--- src/rtl/pos_add_seq.sv ---
// Word-serial wide unsigned adder: sums two WORD_BITS*N_WORDS-bit operands one slice per cycle.
// Optional build macro POS_ADD_SEQ_EARLY_EXIT_EN finishes once no carry or nonzero upper slices remain.

module pos_add #(
    parameter int WIDTH = 4
) (
    input  logic [WIDTH-1:0] a,
    input  logic [WIDTH-1:0] b,
    output logic [WIDTH:0]   s
);
    assign s = {1'b0, a} + {1'b0, b};
endmodule

module pos_add_seq #(
    parameter int WORD_BITS = 4,
    parameter int N_WORDS   = 4
) (
    input  logic                             clk,
    input  logic                             rst,
    input  logic                             in_valid,
    output logic                             in_ready,
    input  logic [WORD_BITS*N_WORDS-1:0]     a,
    input  logic [WORD_BITS*N_WORDS-1:0]     b,
    output logic                             out_valid,
    input  logic                             out_ready,
    output logic [WORD_BITS*N_WORDS:0]       c,
    output logic                             busy
);
    localparam int W     = WORD_BITS * N_WORDS;
    localparam int IDX_W = (N_WORDS > 1) ? $clog2(N_WORDS) : 1;

    if (N_WORDS < 1) begin : g_bad_n_words
        $error("pos_add_seq: N_WORDS must be at least 1");
    end

    typedef enum logic [1:0] {
        IDLE = 2'd0,
        RUN  = 2'd1,
        DONE = 2'd2
    } state_t;

    state_t               state;
    logic [W-1:0]         a_reg;
    logic [W-1:0]         b_reg;
    logic                 carry;
    logic [IDX_W-1:0]     idx;
    logic [W:0]           c_reg;

    int                   slice_base;
    logic [WORD_BITS-1:0] a_slice;
    logic [WORD_BITS-1:0] b_slice;
    logic [WORD_BITS-1:0] carry_vec;
    logic [WORD_BITS:0]   s1;
    logic [WORD_BITS:0]   s2;
    logic                 carry_new;
    logic                 last_slice;
    logic                 finish;
    logic [W:0]           c_next;

    // Two chained adders per slice: operand sum first, then fold in the registered carry.
    pos_add #(.WIDTH(WORD_BITS)) u_add_ab (
        .a (a_slice),
        .b (b_slice),
        .s (s1)
    );

    pos_add #(.WIDTH(WORD_BITS)) u_add_carry (
        .a (s1[WORD_BITS-1:0]),
        .b (carry_vec),
        .s (s2)
    );

    always_comb begin
        slice_base = int'(idx) * WORD_BITS;
        a_slice    = a_reg[slice_base +: WORD_BITS];
        b_slice    = b_reg[slice_base +: WORD_BITS];
        carry_vec  = '0;
        carry_vec[0] = carry;
    end

    // The two carries are mutually exclusive, so OR-ing them is exact.
    always_comb begin
        carry_new  = s1[WORD_BITS] | s2[WORD_BITS];
        last_slice = (idx == IDX_W'(N_WORDS - 1));
    end

`ifdef POS_ADD_SEQ_EARLY_EXIT_EN
    logic high_zero;

    // Any nonzero slice above the current one means more work remains.
    always_comb begin
        high_zero = 1'b1;
        for (int j = 0; j < N_WORDS; j++) begin
            if (j > int'(idx)) begin
                if (a_reg[j*WORD_BITS +: WORD_BITS] != '0 ||
                    b_reg[j*WORD_BITS +: WORD_BITS] != '0) begin
                    high_zero = 1'b0;
                end
            end
        end
        finish = last_slice || (!carry_new && high_zero);
    end
`else
    always_comb begin
        finish = last_slice;
    end
`endif

    always_comb begin
        c_next = c_reg;
        c_next[slice_base +: WORD_BITS] = s2[WORD_BITS-1:0];
        if (finish) begin
            c_next[W] = carry_new;
        end
    end

    // Control FSM; all handshake outputs are registered alongside the state.
    always_ff @(posedge clk or posedge rst) begin
        if (rst) begin
            state     <= IDLE;
            a_reg     <= '0;
            b_reg     <= '0;
            carry     <= 1'b0;
            idx       <= '0;
            c_reg     <= '0;
            out_valid <= 1'b0;
            busy      <= 1'b0;
            in_ready  <= 1'b1;
        end else begin
            case (state)
                IDLE: begin
                    if (in_valid && in_ready) begin
                        a_reg    <= a;
                        b_reg    <= b;
                        carry    <= 1'b0;
                        idx      <= '0;
                        c_reg    <= '0;
                        in_ready <= 1'b0;
                        busy     <= 1'b1;
                        state    <= RUN;
                    end
                end
                RUN: begin
                    c_reg <= c_next;
                    carry <= carry_new;
                    if (finish) begin
                        busy      <= 1'b0;
                        out_valid <= 1'b1;
                        state     <= DONE;
                    end else begin
                        idx <= idx + 1'b1;
                    end
                end
                DONE: begin
                    if (out_ready) begin
                        out_valid <= 1'b0;
                        in_ready  <= 1'b1;
                        state     <= IDLE;
                    end
                end
                default: begin
                    out_valid <= 1'b0;
                    busy      <= 1'b0;
                    in_ready  <= 1'b1;
                    state     <= IDLE;
                end
            endcase
        end
    end

    assign c = c_reg;

endmodule

--- config.mk ---
export PLATFORM = sky130hd
export DESIGN_NAME = pos_add_seq
export DESIGN_NICKNAME = d
export VERILOG_FILES = /design/src/rtl/pos_add_seq.sv
export SDC_FILE = /design/constraint.sdc
export NUM_CORES = 1
export LEC_CHECK = 0
export CELL_PAD_IN_SITES_DETAIL_PLACEMENT = 1
export CELL_PAD_IN_SITES_GLOBAL_PLACEMENT = 1
export CORE_ASPECT_RATIO = 1.2
export CORE_MARGIN = 10
export CORE_UTILIZATION = 41
export DETAILED_ROUTE_END_ITERATION = 10
export MAX_ROUTING_LAYER = met4
export PLACE_DENSITY_LB_ADDON = 0.1
export SKIP_LAST_GASP = 1
export SLEW_MARGIN = 20
export SYNTH_ARGS = -nofsm -noshare
export SYNTH_HDL_FRONTEND = slang
export SYNTH_SLANG_ARGS = --single-unit
--- constraint.sdc ---
create_clock -name clk -period 3.45 [get_ports clk]
set_input_delay 0.8625 -clock clk [delete_from_list [all_inputs] [get_ports clk]]
set_output_delay 0.8625 -clock clk [all_outputs]
set_load 0.005 [all_outputs]
==> results list <==
- The flow ran to the end, and the final reports show no timing, DRC or antenna violations.
* Relative slew slack: 52.57%
* Slew at the pin closest to its max-slew limit: 0.7100 ns
- Broken down by cell family, the worst path's largest delay share belongs to adder cells.
* Maximum frequency from static timing analysis: 0.3432 GHz
* Core Box Area: 6486 um^2
- Total routing usage reported by global routing: 12.72%
- The final hold violation count was 0.
- Via count: 1817
- Endpoint type of the worst setup path: flop
* Largest net degree at the start of global routing: 58
* Worst Path Required: 3.72 ns
* Sort of element at the start of the critical path: flop
* Clock sink total: 57
* Cells after synthesis: 195
- Once the clock tree was built, the resizer swapped 0 gates to a different size.
- In this run the critical register-to-register path is launched from idx[0].
* Worst Hold End: c[14]
* Power density cells: 953.2 nW/um^2
- The number of placed instances, taps included, is 329.
- Category of the critical setup timing path: flop to flop
* Largest register FFs: 17
* Post-synthesis instance area: 2743 um^2
- Combined buffer and inverter count along the critical path: 0
- For this run, the slowest stage of the critical path takes 0.64 ns.
- Utilization after layout: 55.79%
* Worst Hold Launch: c[14]
- Prevailing post-synth register cell: sky130_fd_sc_hd__dfrtp_1
* Grt total ovfl: 0
* Hold_buf cts: 0
* Tightest Hold Check Type: flop to flop
- Fill cell count: 658
- Max-Cap Viols: 0
- The worst register-to-register path ends at c[15].
- Once detailed placement completed, the half-perimeter wirelength came to 4.429 mm.
* Number of placement rows: 32
- The repair_antennas step left the layout with diodes totalling 0.
- Syn Nets: 242
- Total clock buffers created by CTS: 9
- Yosys printed 0 warnings.
- Clock-pin slew was measured on the worst setup and hold paths at 0.06 ns.
- Iter 0 DRT Violations: 74
* RSZ-0062 raised after global routing: false
* Post-CTS setup repair buffer count: 0
- Layout cells sized above 1: 25.00%
* Final cell count without fillers: 345
- Summing all placed instances gives a cell area of 3374 um^2.
- Post-route clock skew: 0.008029 ns
- For this configuration, the core starts out at a cell density of 42.28%.
* Synth Register Bits: 57
- Number of cells on the worst hold path: 1
- In the final routed layout, each cell accounts on average for 17.53 um.
- Sequential cells were found to cover 52.05% of the synthesized design area.
- Die ar.: 10370 um^2
- Setup violation total in the final timing report: 0
- In this run the static leakage power is 0.001553 uW.
* Initial antenna violation count: 0
- Data arrives at the worst endpoint at 3.19 ns.
- DRC: 0
- Across the VDD grid, the largest voltage drop is 0.0004448 V.
- Total negative slack for setup checks: 0 ns
- Summed area of non-filler cells in the final layout: 3618 um^2
* Die Height: 109.6 um
- The tree is rooted in a sky130_fd_sc_hd__clkbuf_8.
* Final period demand of the worst path: 2.914 ns
* Number of distinct library cell variants in the gate-level netlist after synthesis: 42
- In the routed layout, each cell is associated on average with a via count of 5.267.
- Counting flops with an async set or reset pin after synthesis yields a share of 100.0%.
* Final max-slew violation count: 0
* Via count of the first global-routing pass: 1973
- Period utilization: 84.46%
- Largest fanout on the critical path: 8
* Number of nets still failing antenna checks after routing: 0
- For this run, the detailed router's first-pass iteration total came to 4.
- The number of cells on the worst reg-to-reg path is 7.
- The final layout contains routed wiring with a total length of 6.047 mm.
- No sink is reached through more buffers than the 2 on the longest clock path.
- Count of buffers from port buffering: 55
- Layout area overhead: 31.93%
- The setup check on the worst reg-to-reg path leaves a slack of 0.54 ns.
- EDFF count, synth: 0
- The first global-routing pass estimated 10.12 mm of wire.
- The slowest stage of the critical path is the sky130_fd_sc_hd__dfrtp_1 cell.
- Routability Congestion: 0.7864
- IO Pins: 56
- Die Width: 94.66 um
- After layout, the design draws a total of 3449 uW.
- Avg Inst Size Synth: 14.06 um^2
- The clock reaches the later pin of the worst-skew pair after 0.34 ns.
- In the final design database the tool counted 302 nets.
* Number of H-tree levels: 3
- TritonCTS built the clock tree.
- Critical Path, Cell by Cell: mux4_2 -> ha_1 -> fa_1 -> xnor2_1 -> o22ai_1 -> o211ai_2 -> a22o_1
==> layout by cell type, fill, tap and decap left out, types with 3 or more instances in the layout <==
master	synthesis	routed
sky130_fd_sc_hd__a22o_1	16	16
sky130_fd_sc_hd__ha_1	10	10
sky130_fd_sc_hd__dfrtp_1	56	56
sky130_fd_sc_hd__mux2_2	24	24
sky130_fd_sc_hd__nor2_1	7	7
sky130_fd_sc_hd__mux2_4	8	8
sky130_fd_sc_hd__nand2_1	9	9
sky130_fd_sc_hd__o21ai_0	5	5
sky130_fd_sc_hd__clkbuf_8	0	10
sky130_fd_sc_hd__a21oi_1	9	9
sky130_fd_sc_hd__clkdlybuf4s50_1	0	55
sky130_fd_sc_hd__bufinv_16	0	3
sky130_fd_sc_hd__mux4_2	8	8
==> cells in the mapped netlist, types with 2 or more instances <==
cell / number / area, um^2
sky130_fd_sc_hd__dfrtp_1: 56 / 1401
sky130_fd_sc_hd__mux2_2: 24 / 270.3
sky130_fd_sc_hd__a22o_1: 16 / 140.1
sky130_fd_sc_hd__ha_1: 10 / 125.1
sky130_fd_sc_hd__a21oi_1: 9 / 45.04
sky130_fd_sc_hd__nand2_1: 9 / 33.78
sky130_fd_sc_hd__mux2_4: 8 / 120.1
sky130_fd_sc_hd__mux4_2: 8 / 180.2
sky130_fd_sc_hd__nor2_1: 7 / 26.28
sky130_fd_sc_hd__o21ai_0: 5 / 25.02
sky130_fd_sc_hd__buf_2: 3 / 15.01
sky130_fd_sc_hd__inv_1: 3 / 11.26
sky130_fd_sc_hd__a211oi_1: 2 / 15.01
sky130_fd_sc_hd__and4_1: 2 / 17.52
sky130_fd_sc_hd__buf_6: 2 / 22.52
sky130_fd_sc_hd__clkbuf_1: 2 / 7.510
sky130_fd_sc_hd__mux2i_1: 2 / 20.02
sky130_fd_sc_hd__nand2b_1: 2 / 12.51
sky130_fd_sc_hd__xnor2_1: 2 / 17.52
==> cells by family after synthesis <==
logic type	synth area share (%)
adder cells (fa/ha/maj)	5.292
AND/OR/NAND/NOR	5.886
AO/OA/AOI/OAI	11.95
buffers and inverters	2.327
multiplexers	21.53
XOR/XNOR	0.9582
flip-flops	52.05
==> final cells by class <==
class	count	area (um^2)	share of cell area [%]
multi-input cells	127	1251	34.58
clock buffers	11	141.4	3.907
flip-flops and latches	57	1428	39.45
repair buffers	57	578.1	15.98
inverters	3	11.26	0.3112
well taps	85	106.4	2.939
clock inverters	5	102.6	2.835
==> metal layers <==
metal,track usage [%],up-vias,part of all wire (%)
li1,-,850,-
met5,-,-,0
met2,19.94,42,50
met1,15.78,915,44
met3,3.138,10,4.4
met4,4.176,0,1.3
==> where the power goes <==
group / switching (uW) / internal [uW]
Clock: 267 / 498
Sequential: 178 / 914
Combinational: 799 / 793
Total: 1240 / 2210
==> through the flow <==
stage / worst slack [ns] / hold slack (ns)
2_1_floorplan: 0.7401 / 0.4751
3_3_place_gp: 0.6145 / 0.4862
3_5_place_dp: 0.5336 / 0.4932
4_1_cts: 0.5268 / 0.5094
5_1_grt: 0.3545 / 0.5183
6_report: 0.5360 / 0.5008
==> worst register-to-register path, cell delays in order (launching register included) <==
cell                       delay (ns)
sky130_fd_sc_hd__dfrtp_1         0.64
sky130_fd_sc_hd__mux4_2          0.57
sky130_fd_sc_hd__ha_1            0.25
sky130_fd_sc_hd__fa_1            0.45
sky130_fd_sc_hd__xnor2_1         0.31
sky130_fd_sc_hd__o22ai_1         0.14
sky130_fd_sc_hd__o211ai_2        0.31
sky130_fd_sc_hd__a22o_1          0.19
==> worst max-delay path by stage <==
stage | start | depth (start not counted) | slack, ns | endpoint
3_3_place_gp | idx[0] | 7 | 0.61 | c[11]
6_report | idx[0] | 7 | 0.54 | c[15]
4_1_cts | idx[0] | 7 | 0.53 | c[15]
2_1_floorplan | idx[0] | 8 | 0.74 | c[3]
3_5_place_dp | idx[0] | 7 | 0.53 | c[7]
5_1_grt | idx[0] | 7 | 0.35 | c[3]
(Power assumes the default switching activity.)
